`config.mk`:
```
export PLATFORM = sky130hd
export DESIGN_NAME = try_pipe
export DESIGN_NICKNAME = d
export VERILOG_FILES = /design/src/rtl/try_pkg.sv /design/src/rtl/try_pipe_stage.sv /design/src/rtl/try_pipe.sv
export SDC_FILE = /design/constraint.sdc
export NUM_CORES = 1
export LEC_CHECK = 0
export BUFFER_PORTS_ARGS = -buffer_cell sky130_fd_sc_hd__buf_2
export CAP_MARGIN = 10
export CELL_PAD_IN_SITES_DETAIL_PLACEMENT = 1
export CELL_PAD_IN_SITES_GLOBAL_PLACEMENT = 1
export CORE_ASPECT_RATIO = 1.75
export CORE_MARGIN = 2
export CORE_UTILIZATION = 30
export CTS_CLUSTER_DIAMETER = 30
export DETAILED_ROUTE_END_ITERATION = 16
export PLACE_DENSITY = 0.62
export SYNTH_ARGS = -nofsm -noshare
export SYNTH_HDL_FRONTEND = slang
export SYNTH_SLANG_ARGS = --single-unit
export TNS_END_PERCENT = 1
```
`constraint.sdc`:
```
create_clock -name clk -period 6.53 [get_ports clk]
set_input_delay 0.653 -clock clk [delete_from_list [all_inputs] [get_ports clk]]
set_output_delay 0.653 -clock clk [all_outputs]
set_load 0.01 [all_outputs]
```
`src/rtl/try_pkg.sv`:
```
// Shared constants for the try_pipe elastic pipeline: default geometry and
// the width of the occupancy counter.
package try_pkg;

  localparam int TRY_WIDTH = 8;
  localparam int TRY_DEPTH = 4;

  // Bits needed to count 0..depth valid stages.
  function automatic int occ_width(input int depth);
    return $clog2(depth + 1);
  endfunction

endpackage

```
`src/rtl/try_pipe_stage.sv`:
```
// One pipeline stage: a valid bit plus a data register. The stage takes new
// content when enabled and drops its valid bit on clear.
module try_pipe_stage
  import try_pkg::*;
#(
  parameter int WIDTH = TRY_WIDTH
) (
  input  logic             clk,
  input  logic             rst_n,
  input  logic             en_i,
  input  logic             clear_i,
  input  logic             valid_i,
  input  logic [WIDTH-1:0] data_i,
  output logic             valid_o,
  output logic [WIDTH-1:0] data_o
);

  logic             valid_q, valid_d;
  logic [WIDTH-1:0] data_q,  data_d;

  // Data only moves with a real word, so bubbles passing through leave it alone.
  always_comb begin
    valid_d = valid_q;
    data_d  = data_q;
    if (clear_i) begin
      valid_d = 1'b0;
    end else if (en_i) begin
      valid_d = valid_i;
      if (valid_i) data_d = data_i;
    end
  end

  always_ff @(posedge clk) begin
    if (!rst_n) begin
      valid_q <= 1'b0;
      data_q  <= '0;
    end else begin
      valid_q <= valid_d;
      data_q  <= data_d;
    end
  end

  assign valid_o = valid_q;
  assign data_o  = data_q;

endmodule

```
`src/rtl/try_pipe.sv`:
```
// Elastic DEPTH-stage register pipeline with bubble collapse, flush and a
// registered occupancy count.
module try_pipe
  import try_pkg::*;
#(
  parameter int WIDTH = TRY_WIDTH,
  parameter int DEPTH = TRY_DEPTH
) (
  input  logic                          clk,
  input  logic                          rst_n,
  input  logic                          in_valid,
  output logic                          in_ready,
  input  logic [WIDTH-1:0]              in_data,
  output logic                          out_valid,
  input  logic                          out_ready,
  output logic [WIDTH-1:0]              out_data,
  input  logic                          flush,
  output logic [occ_width(DEPTH)-1:0]   occupancy
);

  localparam int OW = occ_width(DEPTH);

  // Handshake: a word moves across a port on a cycle where valid && ready are
  // both high; the sender holds valid and data stable until that cycle, and
  // ready may depend combinationally on the downstream ready chain.
  logic [DEPTH-1:0] valid_w;
  logic [WIDTH-1:0] data_w [DEPTH];
  logic [DEPTH:0]   ready_w;
  logic             in_xfer;
  logic             out_xfer;
  logic [OW-1:0]    occ_q, occ_d;

  // A stage can take a word if it is empty or its occupant moves on.
  always_comb begin
    ready_w        = '0;
    ready_w[DEPTH] = out_ready;
    for (int k = DEPTH - 1; k >= 0; k--) begin
      ready_w[k] = !valid_w[k] || ready_w[k+1];
    end
  end

  assign in_ready = ready_w[0] && !flush;
  assign in_xfer  = in_valid && in_ready;
  assign out_xfer = valid_w[DEPTH-1] && out_ready;

  for (genvar k = 0; k < DEPTH; k++) begin : g_stage
    logic             stg_valid_in;
    logic [WIDTH-1:0] stg_data_in;
    if (k == 0) begin : g_head
      assign stg_valid_in = in_xfer;
      assign stg_data_in  = in_data;
    end else begin : g_body
      assign stg_valid_in = valid_w[k-1];
      assign stg_data_in  = data_w[k-1];
    end
    try_pipe_stage #(.WIDTH(WIDTH)) u_stage (
      .clk     (clk),
      .rst_n   (rst_n),
      .en_i    (ready_w[k]),
      .clear_i (flush),
      .valid_i (stg_valid_in),
      .data_i  (stg_data_in),
      .valid_o (valid_w[k]),
      .data_o  (data_w[k])
    );
  end

  always_comb begin
    occ_d = occ_q;
    if (flush) begin
      occ_d = '0;
    end else if (in_xfer && !out_xfer) begin
      occ_d = occ_q + OW'(1);
    end else if (!in_xfer && out_xfer) begin
      occ_d = occ_q - OW'(1);
    end
  end

  always_ff @(posedge clk) begin
    if (!rst_n) occ_q <= '0;
    else        occ_q <= occ_d;
  end

  assign occupancy = occ_q;
  assign out_valid = valid_w[DEPTH-1];
  assign out_data  = data_w[DEPTH-1];

endmodule

```
; ---- Word level (Yosys, flattened, before mapping)
; Index checks and enable logic that the tools add are counted.
[classes]
add_sub_neg = 2
muxes = 2
n_bitwise = 2
reduce_logical = 22
[op_table]
columns = op, n
row1 = AND reduction 3 bit, 4
row2 = zero test 1 bit, 7
row3 = 2-to-1 mux 3 bit, 2
row4 = logical AND 1 bit, 5
row5 = logical OR 1 bit, 4
row6 = "adder 3 x 1 -> 3 bit, second input constant", 1
row7 = "subtractor 3 x 1 -> 3 bit, second input constant", 1
row8 = inverter 1 bit, 2
row9 = nonzero test 2 bit, 1
row10 = OR reduction 2 bit, 1
[totals]
regBits = 39
output_inout_bits = 13
wordCells = 37

; ---- Depth between registers and ports, before layout
; Gate-level depths: netlist of the first run.
[logic_depth]
word_depth = 11
mapped_depth = 10
depth_no_buf = 8

; ---- By module
; A second synthesis of the first run with hierarchy kept.
[hier_totals]
cells_unflattened = 179
hier_area_um2 = 1685.4
[by_module_without_submodules]
columns = module, instances, cells_per_inst, area_per_inst_um2, seq_area_each_um2
row1 = try_pipe_stage, 4, 39, 370.4, 180.2
row2 = try_pipe, 1, 23, 203.9, 60.1

; ---- Worst setup path after synthesis of the first run
; OpenSTA, ideal clock, no wires.
[synth_timing]
path_type = input to register
from = input out_ready
to = register occ_q[2], in the netlist occupancy[2]
setup_ns = 0.070
arrival_time_ns = 2.292
t_required_ns = 6.460
setup_slack_ns = 4.168
path_stages = 9
n_path_buf = 1
cell_sequence = and4b_4 > a21oi_2 > buf_6 > ha_1 > inv_1 > fa_1 > xor2_1 > or3_1 > a21oi_1
[synth_between]
elab_chain_cells = 9
[synth_lines]
columns = element, line
row1 = start: declaration, try_pipe.sv:15  ; input logic out_ready,
row2 = logical OR 1 bit * (4 in a row), try_pipe.sv:38  ; ready_w[k] = !valid_w[k] || ready_w[k+1];
row3 = logical AND 1 bit *, try_pipe.sv:42  ; assign in_ready = ready_w[0] && !flush;
row4 = logical AND 1 bit *, try_pipe.sv:43  ; assign in_xfer = in_valid && in_ready;
row5 = net g_stage[0].stg_valid_in, try_pipe.sv:47  ; logic stg_valid_in;
row6 = zero test 1 bit, try_pipe.sv:74  ; end else if (!in_xfer && out_xfer) begin
row7 = logical AND 1 bit, try_pipe.sv:74
row8 = nonzero test 2 bit (no source line), --
row9 = end signal: assignment, try_pipe.sv:80  ; if (!rst_n) occ_q <= '0;
row10 = end signal: assignment, try_pipe.sv:81  ; else occ_q <= occ_d;
row11 = end: declaration, try_pipe.sv:31  ; logic [OW-1:0] occ_q, occ_d;
; Mark *: on every way through the listed nets, which the timed path passes. The rest lies on a longest branch.
; A chain may end at the register's enable or synchronous reset.

; ---- Worst setup path in the final report of the first run
[layout_timing]
from = input out_ready
to = register occ_q[2], in the netlist occupancy[2]
[layout_between]
elab_chain_cells = 9
[layout_lines]
columns = element, line
row1 = logical OR 1 bit (4 in a row), try_pipe.sv:38
row2 = logical AND 1 bit, try_pipe.sv:42
row3 = logical AND 1 bit, try_pipe.sv:43
row4 = zero test 1 bit, try_pipe.sv:74
row5 = logical AND 1 bit, try_pipe.sv:74
row6 = nonzero test 2 bit (no source line), --
; Parallel ways exist; a longest one is shown, timed or not.

==> metrics.md, run 1 <==
| Metric | Value |
|---|---|
| Result of the run | finished, final reports clean |
| Iteration-0 DRC Markers | 14 |
| RSZ-0062 raised after global routing | false |
| Transition time at the pin with the least slew margin | 0.656 ns |
| Final routed wirelength across all metal layers | 3280 µm |
| Area of the mapped netlist | 1640 µm² |
| Placeable core area | 5300 µm² |
| Resized Gates After CTS | 0 |
| Gate count of the mapped netlist | 184 |
| DR DRC count | 0 |
| Number of violations of the max-capacitance limit | 0 |
| Post-synthesis cell type count | 25 |
| Vias per std cell | 4.59 |
| Worst slack on hold paths | 0.461 ns |
| CP max FO | 12 |
| Setup slack of the critical path after layout | 3.81 ns |
| Fillcell total | 655 |
| Post-synthesis compound-gate area fraction | 20.0% |
| Share of cells above drive strength 1 | 16.7% |
| Setup TNS Final | 0 ns |
| Hold buffer count at cts | 0 |
| XOR/XNOR Fraction of Synth Area | 1.07% |
| Initial cell density of the core | 31.0% |
| Pin count of the biggest net entering global routing | 42 |
| FF+latch count, synth | 39 |
| Endpoints failing setup | 0 |
| Tightest Hold Check Type | register to register |
| Max Transition Viols Final | 0 |
| Crit start category | primary input |
| CTS tree | yes |
| Main combinational cell family by area after synthesis | compound AO/OA/AOI/OAI gates |
| Total power per unit cell area | 228 nW/µm² |
| Kind of capture point of the worst setup path | register |
| Number of global-route vias before repair | 1335 |
| Half-perimeter wire length after detailed placement | 2480 µm |
| Basic-gate share of the synthesized area counting and, or, nand and nor cells | 19.8% |
| Net count of the finished layout | 218 |
| CP Data Arrival Time | 2.93 ns |
| Count of input and output buffers | 25 |
| Clock Tree Buf Depth | 2 |
| Latest clock arrival within the worst-skew pair | 0.28 ns |
| Initial antenna violation count | 0 |
| Die span in y | 102 µm |
| Sequential element share of the synthesized area | 47.5% |
| Post-synthesis share of cell area spent on full adders, half adders and majority gates | 1.98% |
| Number of clock sinks seen by CTS | 39 |
| Global-route wire length before repair | 5860 µm |
| Number of rows created at floorplan | 35 |
| Area overhead of the layout relative to synthesis | 14.6% |
| Post-synth net total | 199 |
| Post-CTS Repair Setup Buffers | 0 |
| Clock Pin Slew Worst Setup and Hold Paths | 0.07 ns |
| TritonCTS Buffers | 5 |
| Die X | 60.0 µm |
| Pre-Repair DR Iteration Count | 3 |
| Rel. slew slack | 56.3% |
| Warning count from the yosys run | 0 |
| CTS H-tree lvls | 2 |
| Die outline area | 6110 µm² |
| Antenna diode count | 0 |
| Required time of the critical path | 6.74 ns |
| GRT Util Overall | 12.4% |
| Post-route ant nets | 0 |
| Root buffer cell | clkbuf_8 |
| Minimum clock period after layout | 2.72 ns |
| Place WS | 3.48 ns |
| Part of the cycle the worst path needs | 41.6% |
| Leakage power | 0.698 nW |
| Kind of critical path | primary input to register |
| Post-Syn Area per Cell | 8.94 µm² |
| Top-level port count | 26 |
| Max Freq | 368 MHz |
| Number of vias in the routed layout | 1271 |
| Core Util, Final | 35.6% |
| Gr ovfl total | 0 |
| Final Hold Violating Endpoints | 0 |
| WL per Instance | 11.8 µm |
| Worst vdd rail ir drop | 0.0905 mV |
| Multiplexer fraction of the synthesized cell area | 5.48% |
| Global placer's final weighted congestion | 0.663 |
| Clock skew | 0.00388 ns |
layout make-up:
class	count	area, µm²	share of cell area [%]
multi-input combinational	131	795	42.2
timing repair buffer	25	125	6.64
sequential	39	781	41.4
tap	74	92.6	4.91
clock buffer	6	82.6	4.38
inverter	1	3.75	0.199
clock inverter	1	5.00	0.266
critical path: stages:
cell	delay, ns
buf_2	0.13
and4b_4	0.26
a21oi_2	0.53
ha_1	0.30
inv_1	0.06
fa_1	0.38
xor2_1	0.16
or3_1	0.31
a21oi_1	0.15
sequential cells by signal, indices dropped and copies added (netlist names):
signal,cells
g_stage.u_stage.valid_o,4
occupancy,3
g_stage.u_stage.data_o,32
final timing paths:
check,from,endpoint,slack (ns),depth (start not counted)
worst max register to register,g_stage[3].u_stage.valid_o,occupancy[2],3.92,8
worst max-delay path,out_ready,occupancy[2],3.81,9
worst min-delay path,g_stage[0].u_stage.data_o[0],g_stage[0].u_stage.data_o[0],0.46,2
worst min register to register,g_stage[0].u_stage.data_o[0],g_stage[0].u_stage.data_o[0],0.46,2
power by group:
part	leakage, nW	internal [mW]	switching [mW]
Sequential	0.316	0.242	0.00263
Combinational	0.336	0.0117	0.0129
Clock	0.0470	0.0828	0.0781
cell usage in the layout (no fill, tap or decap), types with 2 or more instances in the layout:
cell type  netlist  routed
nor2b_1          4       4
a21boi_1        24      24
buf_2            4      25
clkbuf_8         0       6
a21oi_1          3       3
nor2_1           9       9
mux2i_1          9       9
o21ai_1         24      24
nand2b_1         6       6
xor2_1           2       2
dfxtp_1         39      39
nand2_1         17      17
nand3_1         24      24
cells in the mapped netlist (all sizes together):
library cell | instances | area share [%]
and4b | 1 | 0.84
buf | 6 | 2.4
nor2b | 4 | 1.5
nand2 | 17 | 3.9
inv | 1 | 0.23
dfxtp | 39 | 47
xor2 | 2 | 1.1
nand3 | 24 | 7.3
fa | 1 | 1.2
nand4b | 1 | 0.53
a21oi | 4 | 1.4
nand2b | 6 | 2.3
o21ai | 25 | 7.6
mux2i | 9 | 5.5
clkbuf | 7 | 1.6
nand3b | 1 | 0.46
ha | 1 | 0.76
and3b | 1 | 0.53
or3 | 1 | 0.38
a21boi | 24 | 11
nor2 | 9 | 2.1
routing by layer:
layer	vias up	share of wire, %	track usage [%]
met4	0	1.7	4.62
met2	22	54	22.5
met5	-	0	0
met1	570	41	13.1
li1	673	-	-
met3	6	3.4	3.42
cells by family after synthesis:
group | Yosys count
buffers and inverters | 14
flip-flops | 39
AO/OA/AOI/OAI | 53
adder cells (fa/ha/maj) | 2
XOR/XNOR | 2
multiplexers | 9
AND/OR/NAND/NOR | 65
through the flow:
| step | cell area [µm²] | power, mW | std cells |
|---|---|---|---|
| after global placement | 1800 | 0.275 | 270 |
| after floorplan | 1640 | 0.267 | 184 |
| after detailed placement | 1800 | 0.275 | 270 |
| final | 1880 | 0.430 | 277 |
| after global routing | 1880 | 0.456 | 277 |
| after CTS | 1880 | 0.438 | 277 |
Power figures use the tool's default switching activity.
==> run 2: changes to the inputs <==
--- a/config.mk
+++ b/config.mk
@@ -5,6 +5,7 @@
 export SDC_FILE = /design/constraint.sdc
 export NUM_CORES = 1
 export LEC_CHECK = 0
+export ABC_AREA = 1
 export BUFFER_PORTS_ARGS = -buffer_cell sky130_fd_sc_hd__buf_2
 export CAP_MARGIN = 10
 export CELL_PAD_IN_SITES_DETAIL_PLACEMENT = 1
@@ -14,7 +15,7 @@
 export CORE_UTILIZATION = 30
 export CTS_CLUSTER_DIAMETER = 30
 export DETAILED_ROUTE_END_ITERATION = 16
-export PLACE_DENSITY = 0.62
+export PLACE_DENSITY = 0.67
 export SYNTH_ARGS = -nofsm -noshare
 export SYNTH_HDL_FRONTEND = slang
 export SYNTH_SLANG_ARGS = --single-unit
==> constraint.sdc (replaced) <==
create_clock -name clk -period 2.3 [get_ports clk]
set_input_delay 0.23 -clock clk [delete_from_list [all_inputs] [get_ports clk]]
set_output_delay 0.23 -clock clk [all_outputs]
set_load 0.01 [all_outputs]
==> run 2 against run 1 <==
  * Critical path depth up 3
  * Setup slack got worse by 3.4 ns
  * Clock skew rose by 0.0040 ns
  * Sequential power grew to 2.9 times the previous value
  * Critical path type is now register to register
==> metrics.md, run 2 <==
| Metric | Value |
|---|---|
| Result of the run | finished, final reports clean (unchanged) |
| Dpl cells | 293 (was 270) |
| Clock Pin Slew Worst Setup and Hold Paths | 0.08 ns (was 0.07 ns) |
| Most common library cell in the layout ignoring fill and taps | nor2_1 (was dfxtp_1) |
| Vias per std cell | 4.39 (was 4.59) |
| Initial antenna violation count | 0 (unchanged) |
| Half-perimeter wire length after detailed placement | 2460 µm (was 2480 µm) |
| Share of cells above drive strength 1 | 17.5% (was 16.7%) |
| FF+latch count, synth | 39 (unchanged) |
| Die outline area | 5880 µm² (was 6110 µm²) |
| Sw frac | 21.7% (was 21.8%) |
| GRT Util Overall | 12.8% (was 12.4%) |
| Total power per unit cell area | 732 nW/µm² (was 228 nW/µm²) |
| Most frequent cells in the layout | 63 x nor2_1, 39 x dfxtp_1, 33 x inv_1 (was 39 x dfxtp_1, 25 x buf_2, 24 x nand3_1, 24 x o21ai_1, 24 x a21boi_1) |
| Clock skew | 0.00786 ns (was 0.00388 ns) |
| Top cells by area, synth | dfxtp_1 49%, nor2_1 15%, o21ai_0 7.9% (was dfxtp_1 47%, a21boi_1 11%, nand3_1 7.3%) |
| Number of buffer and inverter stages on the critical path | 3 (was 2) |
| Leakage power | 0.930 nW (was 0.698 nW) |
| Met1 wire length | 1200 µm (was 1350 µm) |
| Transition time at the pin with the least slew margin | 0.365 ns (was 0.656 ns) |
| WL per Instance | 10.4 µm (was 11.8 µm) |
| Top-level port count | 26 (unchanged) |
| Initial cell density of the core | 30.5% (was 31.0%) |
| Max Transition Viols Final | 0 (unchanged) |
| Internal power summed over all cells | 1.08 mW (was 336 µW) |
| Part of the cycle the worst path needs | 81.5% |
| Critical path, cell by cell | inv_1 -> nor2_4 -> nand4_1 -> nand3_2 -> inv_1 -> ha_1 -> inv_1 -> fa_1 -> a21oi_1 -> o21ai_0 -> nand2_1 -> nor3b_1 (was buf_2 -> and4b_4 -> a21oi_2 -> ha_1 -> inv_1 -> fa_1 -> xor2_1 -> or3_1 -> a21oi_1) |
| Number of global-route vias before repair | 1317 (was 1335) |
| Root buffer cell | clkbuf_8 (unchanged) |
| Pin count of the biggest net entering global routing | 23 (was 42) |
| CP Data Arrival Time | 2.10 ns (was 2.93 ns) |
| Placement-stage cell area | 1760 µm² (was 1800 µm²) |
| Worst setup path start | g_stage[3].u_stage.valid_o (was out_ready) |
| Kind of cell adding the most delay to the critical path | adder cells (was compound AO/OA/AOI/OAI gates) |
| Final Hold Violating Endpoints | 0 (unchanged) |
| Sequential fraction of design power | 50.8% (was 56.9%) |
| Gr ovfl total | 0 (unchanged) |
| Portion of synthesized cell area occupied by the leading cell type | 49.5% (was 47.5%) |
| Max Freq | 533 MHz |
| Endpoints failing setup | 0 (unchanged) |
| Most frequent cell after synthesis | nor2_1 (was dfxtp_1) |
| Post-synthesis cell type count | 22 (was 25) |
| Post-Syn Area per Cell | 7.34 µm² (was 8.94 µm²) |
| Rel. slew slack | 75.6% (was 56.3%) |
| Cell area after layout | 1880 µm² (about the same) |
| Worst Hold Launch | in_data[7] (was g_stage[0].u_stage.data_o[0]) |
| RSZ-0062 raised after global routing | false (unchanged) |
| DR DRC count | 0 (unchanged) |
| Kind of capture point of the worst setup path | register (unchanged) |
| Final routed wirelength across all metal layers | 3140 µm (was 3280 µm) |
| Final cell count without fillers | 301 (was 277) |
| Resized Gates After CTS | 0 (unchanged) |
| Sequential element share of the synthesized area | 49.5% (was 47.5%) |
| CP max FO | 5 (was 12) |
| Global-route wire length before repair | 5620 µm (was 5860 µm) |
| Worst vdd rail ir drop | 0.320 mV (was 0.0905 mV) |
| TritonCTS Buffers | 5 (unchanged) |
| Area of the mapped netlist | 1580 µm² (was 1640 µm²) |
| Sum of met2 wire segment lengths after detailed routing | 1680 µm (was 1760 µm) |
| CTS H-tree lvls | 2 (unchanged) |
| Clock Tree Buf Depth | 2 (unchanged) |
| Placeable core area | 5170 µm² (was 5300 µm²) |
| Met3 wire length | 110 µm (was 113 µm) |
| Library cell occupying the most area in the post-synthesis netlist | dfxtp_1 (unchanged) |
| Latest clock arrival within the worst-skew pair | 0.30 ns (was 0.28 ns) |
| Proportion of power drawn by combinational gates | 6.7% (was 5.7%) |
| Top cells by count, synth | 63 x nor2_1, 39 x dfxtp_1, 33 x inv_1, 25 x o21ai_0, 23 x nand2_1 (was 39 x dfxtp_1, 24 x a21boi_1, 24 x nand3_1, 24 x o21ai_1, 17 x nand2_1) |
| Area overhead of the layout relative to synthesis | 19.2% (was 14.6%) |
| Warning count from the yosys run | 0 (unchanged) |
| Post-synth net total | 230 (was 199) |
| Count of flip-flops with a built-in enable after synthesis | 0 (unchanged) |
| Kind of critical path | register to register (was primary input to register) |
| Clk pwr share | 42.6% (was 37.4%) |
| Post-CTS Repair Setup Buffers | 0 (unchanged) |
| Die X | 58.8 µm (was 60.0 µm) |
| Switching power | 299 µW (was 93.6 µW) |
| Number of vias in the routed layout | 1321 (was 1271) |
| Top cell by count, worst path | inv_1 |
| Net count of the finished layout | 260 (was 218) |
| Slowest cell on the critical path | fa_1 (was a21oi_2) |
| Tightest Hold Check Type | primary input to register (was register to register) |
| Worst reg2reg startpoint | g_stage[3].u_stage.valid_o (unchanged) |
| Max stage delay on crit path | 0.37 ns (was 0.53 ns) |
| Ys flop type | dfxtp_1 (unchanged) |
| Pre-Repair DR Iteration Count | 2 (was 3) |
| Antenna diode count | 0 (unchanged) |
| Number of violations of the max-capacitance limit | 0 (unchanged) |
| Number of rows created at floorplan | 35 (unchanged) |
| Crit start category | register (was primary input) |
| Global placer's final weighted congestion | 0.738 (was 0.663) |
| Minimum clock period after layout | 1.87 ns |
| Die span in y | 99.9 µm (was 102 µm) |
| Setup TNS Final | 0 ns (unchanged) |
| Post-route ant nets | 0 (unchanged) |
| Highest metal layer used by the detailed router | met4 (unchanged) |
| Hold buffer count at cts | 0 (unchanged) |
| Iteration-0 DRC Markers | 14 (unchanged) |
| Count of input and output buffers | 25 (unchanged) |
| Number of clock sinks seen by CTS | 39 (unchanged) |
| Gate count of the mapped netlist | 215 (was 184) |
| Async SR Flop Fraction | 0% (unchanged) |
| Number of flip-flops under the largest register name | 32 (unchanged) |
| Required time of the critical path | 2.52 ns (was 6.74 ns) |
| CTS tree | yes (unchanged) |
-- run 2: routing by layer --
layer | GRT usage (%) | up-vias
met2 | 23.2 | 22
met3 | 3.09 | 9
met4 | 9.79 | 0
met1 | 11.6 | 572
li1 | - | 718
met5 | 0 | -
-- run 2: final timing paths --
check | end | slack (ns) | cells past startpoint
max reg2reg | occupancy[2] | 0.43 | 12
min reg2reg | g_stage[1].u_stage.data_o[5] | 0.48 | 2
max | occupancy[2] | 0.43 | 12
min | g_stage[0].u_stage.data_o[7] | 0.25 | 5
-- run 2: layout make-up --
type | count | area [µm²]
inverters | 37 | 139
multi-input cells | 134 | 627
well taps | 55 | 68.8
repair buffers | 28 | 148
fillers | 681 | 3290
clock inverters | 2 | 35.0
flip-flops and latches | 39 | 781
clock buffers | 6 | 82.6
-- run 2: metrics by stage --
step	worst slack, ns	power, mW	hold WS, ns	util [%]
after detailed placement	0.429	0.809	0.466	34.1
after global placement	0.520	0.806	0.457	34.1
after CTS	0.407	1.40	0.248	36.4
after floorplan	0.416	0.777	0.366	-
final	0.425	1.38	0.251	36.4
after global routing	0.213	1.45	0.267	36.4
-- run 2: kinds of logic (layout without fill, tap and decap cells) --
logic type               after synthesis  count (layout)  synth area share [%]
AND/OR/NAND/NOR                      101             101                  27.6
buffers and inverters                 42              73                  10.8
flip-flops                            39              39                  49.5
AO/OA/AOI/OAI                         30              30                  9.52
adder cells (fa/ha/maj)                2               2                  2.06
XOR/XNOR                               1               1                 0.555
-- run 2: power groups by stage --
stage               logic (mW)  clock network, mW  registers [mW]
global route             0.111              0.634           0.701
global placement        0.0915                  0           0.715
finish                  0.0917              0.586           0.699
CTS                     0.0947              0.610           0.699
floorplan               0.0620                  0           0.715
detailed placement      0.0941                  0           0.715
-- run 2: worst min-delay path, delay by kind of cell --
family                 cells  cell delay, ns
AND/OR/NAND/NOR            3            0.18
buffers and inverters      2            0.10
==> run 3: changes to the inputs <==
==> constraint.sdc (replaced) <==
create_clock -name clk -period 1.59 [get_ports clk]
set_input_delay 0.159 -clock clk [delete_from_list [all_inputs] [get_ports clk]]
set_output_delay 0.159 -clock clk [all_outputs]
set_load 0.01 [all_outputs]
==> run 3 against run 2 <==
  * The run now ends with DRC, setup timing left
  * Clock skew about the same
  * Highest routed layer unchanged
  * Largest cell class unchanged
  * Via count increased by 3.8%
  * Utilization increased by 2.1 points
  * Clock power increased by 13%
  * First-iteration DRC count up 29%
==> metrics.md, run 3 (synthesized netlist as in run 2, its figures left out) <==
| Metric | Value |
|---|---|
| Number of buffer and inverter stages on the critical path | 3 (unchanged) |
| Met3 wire length | 103 µm (was 110 µm) |
| Tightest Hold Check Type | primary input to register (unchanged) |
| Share of cells above drive strength 1 | 26.0% (was 17.5%) |
| Worst slack on hold paths | 0.181 ns (was 0.251 ns) |
| Worst reg2reg startpoint | g_stage[3].u_stage.valid_o (unchanged) |
| CTS H-tree lvls | 2 (unchanged) |
| WL per Instance | 10.6 µm (was 10.4 µm) |
| Most frequent cells in the layout | 61 x nor2_1, 38 x dfxtp_1, 29 x inv_1 (was 63 x nor2_1, 39 x dfxtp_1, 33 x inv_1) |
| Critical path, cell by cell | inv_2 -> nor2_4 -> nand4_1 -> nand3_2 -> inv_2 -> ha_4 -> inv_2 -> fa_2 -> a21oi_2 -> o21ai_2 -> nor2_2 -> nor3b_2 (was inv_1 -> nor2_4 -> nand4_1 -> nand3_2 -> inv_1 -> ha_1 -> inv_1 -> fa_1 -> a21oi_1 -> o21ai_0 -> nand2_1 -> nor3b_1) |
| Initial cell density of the core | 30.5% (unchanged) |
| Gr ovfl total | 0 (unchanged) |
| Clock skew | 0.00765 ns (was 0.00786 ns) |
| Number of violations of the max-capacitance limit | 0 (unchanged) |
| Result of the run | complete, but fails checks (was finished, final reports clean) |
| Max Transition Viols Final | 0 (unchanged) |
| Kind of capture point of the worst setup path | register (unchanged) |
| Number of rows created at floorplan | 35 (unchanged) |
| Part of the cycle the worst path needs | 110% (was 81.5%) |
| Total power per unit cell area | 920 nW/µm² (was 732 nW/µm²) |
| CP Data Arrival Time | 1.93 ns (was 2.10 ns) |
| Initial antenna violation count | 0 (unchanged) |
| Max stage delay on crit path | 0.37 ns (about the same) |
| Final routed wirelength across all metal layers | 3320 µm (was 3140 µm) |
| Number of clock sinks seen by CTS | 39 (unchanged) |
| Number of flip-flops under the largest register name | 32 (unchanged) |
| Leakage power | 0.967 nW (was 0.930 nW) |
| Minimum clock period after layout | 1.75 ns (was 1.87 ns) |
| Max Freq | 572 MHz (was 533 MHz) |
| Post-route ant nets | 0 (unchanged) |
| Number of vias in the routed layout | 1371 (was 1321) |
| Placement-stage cell area | 1840 µm² (was 1760 µm²) |
| Final Hold Violating Endpoints | 0 (unchanged) |
| Half-perimeter wire length after detailed placement | 2510 µm (was 2460 µm) |
| Placeable core area | 5170 µm² (unchanged) |
| Global-route wire length before repair | 5790 µm (was 5620 µm) |
| Setup slack on the worst flop-to-flop path | -0.16 ns (was 0.43 ns) |
| Count of input and output buffers | 25 (unchanged) |
| Antenna diode count | 0 (unchanged) |
| Kind of cell adding the most delay to the critical path | adder cells (unchanged) |
| Clock Pin Slew Worst Setup and Hold Paths | 0.07 ns (was 0.08 ns) |
| CTS tree | yes (unchanged) |
| Endpoints failing setup | 2 (was 0) |
| Root buffer cell | clkbuf_8 (unchanged) |
| Latest clock arrival within the worst-skew pair | 0.30 ns (about the same) |
| Vias per std cell | 4.38 (was 4.39) |
| Pin count of the biggest net entering global routing | 18 (was 23) |
| Setup slack of the critical path after layout | -0.158 ns (was 0.425 ns) |
| Transition time at the pin with the least slew margin | 0.282 ns (was 0.365 ns) |
| Pre-Repair DR Iteration Count | 10 (was 2) |
| Rel. slew slack | 81.2% (was 75.6%) |
| Most common library cell in the layout ignoring fill and taps | nor2_1 (unchanged) |
| Die X | 58.8 µm (unchanged) |
| Met1 wire length | 1240 µm (was 1200 µm) |
| Iteration-0 DRC Markers | 18 (was 14) |
| Required time of the critical path | 1.77 ns (was 2.52 ns) |
| CP max FO | 2 (was 5) |
| TritonCTS Buffers | 5 (unchanged) |
| Crit start category | register (unchanged) |
| Number of global-route vias before repair | 1378 (was 1317) |
| Top-level port count | 26 (unchanged) |
| GRT Util Overall | 12.8% (about the same) |
| Global placer's final weighted congestion | 0.720 (was 0.738) |
| DR DRC count | 3 (was 0) |
| Die outline area | 5880 µm² (unchanged) |
| RSZ-0062 raised after global routing | true (was false) |
| Kind of critical path | register to register (unchanged) |
| Sum of met2 wire segment lengths after detailed routing | 1880 µm (was 1680 µm) |
| Worst vdd rail ir drop | 0.411 mV (was 0.320 mV) |
| Violated checks | DRC, setup timing |
| Highest metal layer used by the detailed router | met4 (unchanged) |
| Top cell by count, worst path | inv_2 (was inv_1) |
| Area overhead of the layout relative to synthesis | 26.0% (was 19.2%) |
| Die span in y | 99.9 µm (unchanged) |
| Place WS | -0.130 ns (was 0.429 ns) |
| Worst Hold Launch | in_data[5] (was in_data[7]) |
| Net count of the finished layout | 272 (was 260) |
| Slowest cell on the critical path | fa_2 (was fa_1) |
| Clock Tree Buf Depth | 2 (unchanged) |
| Hold buffer count at cts | 0 (unchanged) |
| Cell area after layout | 1990 µm² (was 1880 µm²) |
| Worst setup path start | g_stage[3].u_stage.valid_o (unchanged) |
[run 3: cell type report]
cell class,count,area [µm²]
Timing Repair Buffer,40,245
Tap cell,55,68.8
Sequential cell,39,782
Fill cell,676,3180
Inverter,37,144
Clock buffer,5,68.8
Multi-Input combinational cell,134,659
Clock inverter,3,20.0
[run 3: through the flow]
step	std cells	power (mW)	TNS, ns	util [%]
after floorplan	215	1.13	-0.406	-
after global placement	302	1.18	-0.0501	35.5
after detailed placement	302	1.18	-0.200	35.5
after CTS	312	1.85	-0.201	37.6
after global routing	313	1.93	-0.556	38.5
final	313	1.83	-0.244	38.5
[run 3: power by group]
| part | internal [mW] | total, mW | switching, mW |
|---|---|---|---|
| sequential | 1.00 | 1.01 | 0.0113 |
| combinational | 0.0677 | 0.154 | 0.0862 |
| clock | 0.305 | 0.664 | 0.359 |
[run 3: metal layers]
| layer | global-route usage, % | vias to the layer above |
|---|---|---|
| met5 | 0 | - |
| li1 | - | 742 |
| met2 | 24.1 | 19 |
| met4 | 7.87 | 0 |
| met3 | 2.84 | 6 |
| met1 | 11.8 | 604 |
[run 3: worst paths after layout]
check                                  to  cells past startpoint
max reg2reg                  occupancy[2]                     12
max                          occupancy[2]                     12
min          g_stage[0].u_stage.data_o[5]                      5
min reg2reg  g_stage[1].u_stage.data_o[1]                      2
[run 3: worst register-to-register path: stages, from the launching register on]
cell     delay (ns)
dfxtp_2        0.33
inv_2          0.06
nor2_4         0.04
nand4_1        0.11
nand3_2        0.10
inv_2          0.08
ha_4           0.12
inv_2          0.04
fa_2           0.37
a21oi_2        0.15
o21ai_2        0.08
nor2_2         0.12
nor3b_2        0.05
[run 3: timing repair]
action,CTS,global route
setup endpoints to repair,2,3
setup buffers,2,1
endpoints found under the hold margin,0,0
gates resized for setup,1,11
pin swaps,2,5
